File: config.mk
export PLATFORM = sky130hd
export DESIGN_NAME = ff_alloc_walker
export DESIGN_NICKNAME = d
export VERILOG_FILES = /design/src/rtl/ff_alloc_walker_pkg.sv /design/src/rtl/ff_alloc_size_calc.sv /design/src/rtl/ff_alloc_walker.sv
export SDC_FILE = /design/constraint.sdc
export NUM_CORES = 2
export LEC_CHECK = 0
export ABC_AREA = 1
export CAP_MARGIN = 30
export CORE_UTILIZATION = 50
export CTS_BUF_LIST = sky130_fd_sc_hd__clkbuf_8
export DETAILED_ROUTE_END_ITERATION = 8
export PLACE_DENSITY = 0.7
export SLEW_MARGIN = 40
export SYNTH_ARGS = -nofsm -noshare
export SYNTH_HDL_FRONTEND = slang
export SYNTH_SLANG_ARGS = --single-unit
File: constraint.sdc
create_clock -name clk_i -period 8.8 [get_ports clk_i]
set_input_delay 1.76 -clock clk_i [delete_from_list [all_inputs] [get_ports clk_i]]
set_output_delay 1.76 -clock clk_i [all_outputs]
set_load 0.005 [all_outputs]
File: src/rtl/ff_alloc_walker_pkg.sv
// Shared allocator types: header LSU payloads, op codes and walker states.
package ff_alloc_walker_pkg;

  localparam int unsigned DATA_W                 = 64;
  localparam int unsigned HEADER_B               = 2 * DATA_W / 8;
  localparam int unsigned BLOCK_NEXT_ADDR_OFFSET = DATA_W / 8;
  localparam logic [DATA_W-1:0] NULL_ADDR        = '0;

  typedef enum logic [1:0] {
    OP_LOAD   = 2'd0,
    OP_INSERT = 2'd1,
    OP_DELETE = 2'd2
  } lsu_op_e;

  typedef struct packed {
    logic [DATA_W-1:0] addr;
    logic [DATA_W-1:0] size;
    logic [DATA_W-1:0] next_addr;
  } header_data_t;

  typedef struct packed {
    logic         val;
    lsu_op_e      lsu_op;
    header_data_t header_data;
  } header_data_req_t;

  typedef struct packed {
    logic              val;
    logic [DATA_W-1:0] size;
    logic [DATA_W-1:0] next_addr;
  } header_data_rsp_t;

  typedef enum logic [3:0] {
    ST_IDLE,
    ST_HEAD_REQ,
    ST_HEAD_RSP,
    ST_CHECK,
    ST_CURR_REQ,
    ST_CURR_RSP,
    ST_SPLIT_REQ,
    ST_SPLIT_RSP,
    ST_HDR_REQ,
    ST_HDR_RSP,
    ST_LINK_REQ,
    ST_LINK_RSP,
    ST_RESP
  } walker_state_e;

  // Builds a valid LSU request.
  function automatic header_data_req_t lsu_cmd(input lsu_op_e op,
                                               input logic [DATA_W-1:0] addr,
                                               input logic [DATA_W-1:0] size,
                                               input logic [DATA_W-1:0] next_addr);
    header_data_req_t r;
    r.val                   = 1'b1;
    r.lsu_op                = op;
    r.header_data.addr      = addr;
    r.header_data.size      = size;
    r.header_data.next_addr = next_addr;
    return r;
  endfunction

  // Response-wait state that follows each request state.
  function automatic walker_state_e rsp_state(input walker_state_e s);
    case (s)
      ST_HEAD_REQ:  return ST_HEAD_RSP;
      ST_CURR_REQ:  return ST_CURR_RSP;
      ST_SPLIT_REQ: return ST_SPLIT_RSP;
      ST_HDR_REQ:   return ST_HDR_RSP;
      ST_LINK_REQ:  return ST_LINK_RSP;
      default:      return ST_IDLE;
    endcase
  endfunction

endpackage

File: src/rtl/ff_alloc_size_calc.sv
// Block size needed for a request: payload rounded up to ALIGN_B plus header.
module ff_alloc_size_calc
  import ff_alloc_walker_pkg::*;
#(
  parameter int unsigned ALIGN_B  = 8,
  parameter int unsigned HEADER_B = 16
) (
  input  logic [DATA_W-1:0] size,
  output logic [DATA_W-1:0] need_c,
  output logic              ovf_c
);

  localparam int unsigned EXT_W = DATA_W + 1;

  logic [EXT_W-1:0] rounded;
  logic [EXT_W-1:0] total;

  // One extra bit catches a carry from either the roundup or the header add.
  assign rounded = (EXT_W'(size) + EXT_W'(ALIGN_B - 1)) & ~EXT_W'(ALIGN_B - 1);
  assign total   = rounded + EXT_W'(HEADER_B);
  assign need_c  = total[DATA_W-1:0];
  assign ovf_c   = total[DATA_W];

endmodule

File: src/rtl/ff_alloc_walker.sv
// First-fit free-list walker driving the header LSU with LOAD/INSERT/DELETE.
// Optional ALLOC_WALKER_STATS_EN adds saturating ok/fail/step counters.
module ff_alloc_walker
  import ff_alloc_walker_pkg::*;
#(
  parameter logic [DATA_W-1:0] FREE_LIST_HEAD_ADDR = 64'h0000_0100,
  parameter int unsigned       ALIGN_B             = 8,
  parameter int unsigned       MIN_SPLIT_B         = 32,
  parameter int unsigned       MAX_WALK            = 1024
) (
  input  logic              clk_i,
  input  logic              rst_i,
  input  logic              alloc_req_val_i,
  output logic              alloc_req_rdy_o,
  input  logic [DATA_W-1:0] alloc_req_size_i,
  output logic              alloc_rsp_val_o,
  input  logic              alloc_rsp_rdy_i,
  output logic [DATA_W-1:0] alloc_rsp_addr_o,
  output logic              alloc_rsp_ok_o,
  output header_data_req_t  lsu_req_o,
  input  logic              lsu_ready_i,
  input  header_data_rsp_t  lsu_rsp_i,
  output logic              lsu_rsp_rdy_o
`ifdef ALLOC_WALKER_STATS_EN
  ,
  output logic [31:0]       stat_ok_o,
  output logic [31:0]       stat_fail_o,
  output logic [31:0]       stat_steps_o
`endif
);

  localparam int unsigned WALK_W = $clog2(MAX_WALK + 1);

  walker_state_e     state;
  logic [DATA_W-1:0] need;
  logic [DATA_W-1:0] prev;
  logic [DATA_W-1:0] curr;
  logic [WALK_W-1:0] walk_cnt;
  logic [DATA_W-1:0] calc_need;
  logic              calc_ovf;
  logic              rsp_fire;
  logic              fit;
  logic              split;

  ff_alloc_size_calc #(
    .ALIGN_B (ALIGN_B),
    .HEADER_B(HEADER_B)
  ) u_size_calc (
    .size  (alloc_req_size_i),
    .need_c(calc_need),
    .ovf_c (calc_ovf)
  );

  assign rsp_fire = lsu_rsp_i.val && lsu_rsp_rdy_o;
  assign fit      = lsu_rsp_i.size >= need;
  assign split    = {1'b0, lsu_rsp_i.size} >= ({1'b0, need} + (DATA_W + 1)'(MIN_SPLIT_B));

  always_ff @(posedge clk_i) begin
    if (rst_i) begin
      state            <= ST_IDLE;
      alloc_req_rdy_o  <= 1'b1;
      alloc_rsp_val_o  <= 1'b0;
      alloc_rsp_addr_o <= '0;
      alloc_rsp_ok_o   <= 1'b0;
      lsu_req_o        <= '0;
      lsu_rsp_rdy_o    <= 1'b0;
      need             <= '0;
      prev             <= '0;
      curr             <= '0;
      walk_cnt         <= '0;
    end else begin
      case (state)
        ST_IDLE: begin
          if (alloc_req_val_i && alloc_req_rdy_o) begin
            alloc_req_rdy_o <= 1'b0;
            need            <= calc_need;
            if (alloc_req_size_i == '0 || calc_ovf) begin
              state            <= ST_RESP;
              alloc_rsp_val_o  <= 1'b1;
              alloc_rsp_addr_o <= NULL_ADDR;
              alloc_rsp_ok_o   <= 1'b0;
            end else begin
              state     <= ST_HEAD_REQ;
              lsu_req_o <= lsu_cmd(OP_LOAD, FREE_LIST_HEAD_ADDR, '0, '0);
            end
          end
        end

        // Hold the request until the LSU takes it, then wait for its response.
        ST_HEAD_REQ, ST_CURR_REQ, ST_SPLIT_REQ, ST_HDR_REQ, ST_LINK_REQ: begin
          if (lsu_ready_i) begin
            lsu_req_o.val <= 1'b0;
            lsu_rsp_rdy_o <= 1'b1;
            state         <= rsp_state(state);
          end
        end

        ST_HEAD_RSP: begin
          if (rsp_fire) begin
            lsu_rsp_rdy_o <= 1'b0;
            prev          <= FREE_LIST_HEAD_ADDR;
            curr          <= lsu_rsp_i.next_addr;
            walk_cnt      <= '0;
            state         <= ST_CHECK;
          end
        end

        ST_CHECK: begin
          if (curr == NULL_ADDR || walk_cnt == WALK_W'(MAX_WALK)) begin
            state            <= ST_RESP;
            alloc_rsp_val_o  <= 1'b1;
            alloc_rsp_addr_o <= NULL_ADDR;
            alloc_rsp_ok_o   <= 1'b0;
          end else begin
            state     <= ST_CURR_REQ;
            lsu_req_o <= lsu_cmd(OP_LOAD, curr, '0, '0);
          end
        end

        ST_CURR_RSP: begin
          if (rsp_fire) begin
            lsu_rsp_rdy_o <= 1'b0;
            if (split) begin
              state     <= ST_SPLIT_REQ;
              lsu_req_o <= lsu_cmd(OP_INSERT, curr + need, lsu_rsp_i.size - need,
                                   lsu_rsp_i.next_addr);
            end else if (fit) begin
              state     <= ST_LINK_REQ;
              lsu_req_o <= lsu_cmd(OP_DELETE, prev, '0, lsu_rsp_i.next_addr);
            end else begin
              prev     <= curr;
              curr     <= lsu_rsp_i.next_addr;
              walk_cnt <= walk_cnt + WALK_W'(1);
              state    <= ST_CHECK;
            end
          end
        end

        // Remainder goes in first so prev never points at an unwritten header.
        ST_SPLIT_RSP: begin
          if (rsp_fire) begin
            lsu_rsp_rdy_o <= 1'b0;
            state         <= ST_HDR_REQ;
            lsu_req_o     <= lsu_cmd(OP_INSERT, curr, need, NULL_ADDR);
          end
        end

        ST_HDR_RSP: begin
          if (rsp_fire) begin
            lsu_rsp_rdy_o <= 1'b0;
            state         <= ST_LINK_REQ;
            lsu_req_o     <= lsu_cmd(OP_DELETE, prev, '0, curr + need);
          end
        end

        ST_LINK_RSP: begin
          if (rsp_fire) begin
            lsu_rsp_rdy_o    <= 1'b0;
            state            <= ST_RESP;
            alloc_rsp_val_o  <= 1'b1;
            alloc_rsp_addr_o <= curr + DATA_W'(HEADER_B);
            alloc_rsp_ok_o   <= 1'b1;
          end
        end

        ST_RESP: begin
          if (alloc_rsp_rdy_i) begin
            alloc_rsp_val_o  <= 1'b0;
            alloc_rsp_addr_o <= '0;
            alloc_rsp_ok_o   <= 1'b0;
            alloc_req_rdy_o  <= 1'b1;
            state            <= ST_IDLE;
          end
        end

        default: begin
          state           <= ST_IDLE;
          alloc_req_rdy_o <= 1'b1;
        end
      endcase
    end
  end

`ifdef ALLOC_WALKER_STATS_EN
  // Saturating event counters.
  always_ff @(posedge clk_i) begin
    if (rst_i) begin
      stat_ok_o    <= '0;
      stat_fail_o  <= '0;
      stat_steps_o <= '0;
    end else begin
      if (state == ST_RESP && alloc_rsp_rdy_i) begin
        if (alloc_rsp_ok_o && stat_ok_o != '1)
          stat_ok_o <= stat_ok_o + 32'd1;
        if (!alloc_rsp_ok_o && stat_fail_o != '1)
          stat_fail_o <= stat_fail_o + 32'd1;
      end
      if (state == ST_CURR_RSP && rsp_fire && stat_steps_o != '1)
        stat_steps_o <= stat_steps_o + 32'd1;
    end
  end
`endif

endmodule
==> results.yml <==
critical_path:
  critPathLaunchType: "register"
  cp.arrival_ns: 7.97
  crit_type: "register to register"
  cp_top_family: "simple AND/OR/NAND/NOR gates"
  critPathMaxFanout: 77
  r2r_setup_slack_ns: 1.39
  cp-startpoint: "need[6]"
  crit_buf_inv: 2
  critical_path_depth: 29
  r2r_start: "need[6]"
  slowest_stage: "buf_4"
  max_stage_delay_ns: 0.54
  end_kind: "register"
  rr_endpoint: "lsu_req_o[141]"
  critPathRequiredTime_ns: 9.36
  critPathCapture: "lsu_req_o[141]"
  r2r_cells: 29
floorplan:
  die_h_um: 278
  core_um2: 74900
  io_pins: 461
  dieArea_um2: 77500
  row_count: 100
  die_w_um: 278
  start_util: 0.510
synthesis:
  yosysTopAreaCellShare: 0.245
  synth_cell_types: 51
  syn_nets: 6743
  netlist_instances: 6357
  syn_area_um2: 38200
  synthMostInstantiatedCell: "nand2_1"
  yosys-top-cells-count: "nand2_1, inv_1, nor2_1"
  synth.largest_area_cell: "dfxtp_1"
  synth_mux_area_frac: 0
  ys_async_sr_fraction: 0
  yosys.area_share.xor_xnor: 0.0470
  ys_warn_count: 0
  synth_compound_area_frac: 0.166
  yosys.area_share.simple: 0.372
  ys_seq_elements: 467
  ys.flop_type: "dfxtp_1"
  ys_top_cells_by_area: "dfxtp_1, nand2_1, a21oi_1"
  synthAdderAreaFrac: 0.0620
  synth_area_per_cell_um2: 6.01
  synth-seq-area-share: 0.245
  synth-edff-count: 0
  synth_top_family_by_area: "simple AND/OR/NAND/NOR gates"
sta:
  fmax_mhz: 135
  rsz0062_at_grt: "false"
  relSlewSlack: 0.330
  tns_ns: 0
  post-route-period-util: 0.843
  drv_slew: 0
  tightest_slew_ns: 1.00
  hold_viol_final: 0
  skew_ns: 0.0443
  fin_ws_ns: 1.39
  period_minus_slack_ns: 7.41
  setup_viol: 0
placement:
  dp_slack_ns: 1.71
  gp_congestion: 1.09
  dp_hpwl_um: 145000
  portBuffers: 460
power:
  p_per_area_nw_per_um2: 184
  leakagePower_nw: 17.9
  ir_drop_v: 0.000261
global_route:
  first_global_vias: 43343
  grt-ovfl-total: 0
  gr-usage-all-layers: 0.456
  grt_pass1_wl_um: 269000
  antenna_found_initial: 8
  grt_start_max_net_pins: 195
clock_tree:
  cts_sinks: 467
  clkTransAtPathRegs_ns: 0.06
  clockRootBuffer: "clkbuf_8"
  cts_setup_buffers: 0
  clk_latency_ns: 0.72
  cts.path.max_buffers: 3
  post_cts.resized_instances: 0
  cts_tree: "yes"
  numCtsBuffers: 82
  ctsHoldBuffers: 0
  h-tree-depth: 3
route:
  drc: 0
  routed_wl_um: 184000
  via_count: 47532
  first_iter_violations: 6869
  wl_per_cell_um: 23.8
  vias_per_cell: 6.17
  drt_first_pass_iters: 7
  postRouteAntennaNets: 0
cells_and_area:
  syn_to_final_growth_pct: 17.9
  nNetsFinal: 7055
  nFillCells: 7146
  drive_gt1_frac: 0.0327
outcome:
  status: "completed"
run:
  maxCapViolCount: 0
hold_path:
  worstHoldPathType: "register to register"
[sequential cells by signal, summed over array words and instances, names as in the netlist, 4 cells and up]
| signal | cells |
|---|---|
| lsu_req_o | 195 |
| alloc_rsp_addr_o | 64 |
| curr | 64 |
| prev | 64 |
| need | 61 |
| walk_cnt | 11 |
| state | 4 |
[worst min path at each step]
stage          slack [ns]                   to                 from  depth (start not counted)
2_1_floorplan        0.42             prev[55]             prev[55]                          2
6_report             0.46       lsu_req_o[102]       lsu_req_o[102]                          2
4_1_cts              0.46             prev[55]             prev[55]                          2
5_1_grt              0.48  alloc_rsp_addr_o[9]  alloc_rsp_addr_o[9]                          2
3_3_place_gp         0.44             prev[55]             prev[55]                          2
3_5_place_dp         0.45             prev[55]             prev[55]                          2
[kinds of logic after synthesis]
kind of cell,Yosys count
compound gates,1192
xor+xnor,205
fa+ha+maj,188
buf+inv,1052
flops,467
simple gates,3253
[per-stage QoR]
stage / power (mW) / util / std cells / area (um^2) / hold WS [ns]
2_1_floorplan: 4.82 / - / 6357 / 38200 / 0.423
4_1_cts: 8.06 / 0.599 / 7699 / 44900 / 0.455
3_3_place_gp: 5.98 / 0.576 / 7552 / 43200 / 0.436
6_report: 8.27 / 0.601 / 7704 / 45000 / 0.457
5_1_grt: 8.58 / 0.601 / 7701 / 45000 / 0.478
3_5_place_dp: 6.02 / 0.577 / 7553 / 43300 / 0.446
[final cells by class]
| cell class | count | area [um^2] | share of cell area |
|---|---|---|---|
| inverters | 788 | 2960 | 0.0658 |
| flip-flops and latches | 467 | 9350 | 0.208 |
| repair buffers | 492 | 4930 | 0.110 |
| clock buffers | 101 | 1390 | 0.0309 |
| clock inverters | 45 | 251 | 0.00559 |
| well taps | 969 | 1210 | 0.0269 |
| multi-input cells | 4838 | 24900 | 0.553 |
| diodes | 4 | 10.0 | 0.000222 |
[per-layer routing]
metal / vias up / wire, um / GRT usage
met1: 21577 / 71500 / 0.579
met2: 3439 / 78500 / 0.704
li1: 21777 / - / -
met3: 731 / 21300 / 0.110
met4: 8 / 12300 / 0.262
met5: - / 62 / 0
[worst register-to-register path, delay by kind of cell, from the launching register on]
| kind | cells | cell delay, ns |
|---|---|---|
| fa+ha+maj | 2 | 0.57 |
| buf+inv | 2 | 0.65 |
| xor+xnor | 1 | 0.18 |
| compound gates | 1 | 0.10 |
| simple gates | 23 | 5.26 |
| flops | 1 | 0.53 |
[report_power, final]
group / leakage [nW] / total [mW] / switching [mW] / internal (mW)
logic: 13.2 / 3.71 / 2.73 / 0.981
clock network: 0.942 / 2.07 / 1.02 / 1.05
registers: 3.77 / 2.49 / 0.259 / 2.23
total: 17.9 / 8.27 / 4.01 / 4.26
[cell usage in the layout (no fill, tap or decap), types with 67 or more instances in the layout]
cell and n:
a21oi_1 646, o22ai_1 94, clkdlybuf4s50_1 459, nor3_1 95, nand4_1 322, nand3b_1 67
ha_1 186, dfxtp_1 467, nand3_1 405, nand2_1 1597, inv_1 804, xor2_1 154
o21ai_0 334, nor2_1 661, clkbuf_8 101
(Power assumes the default switching activity.)
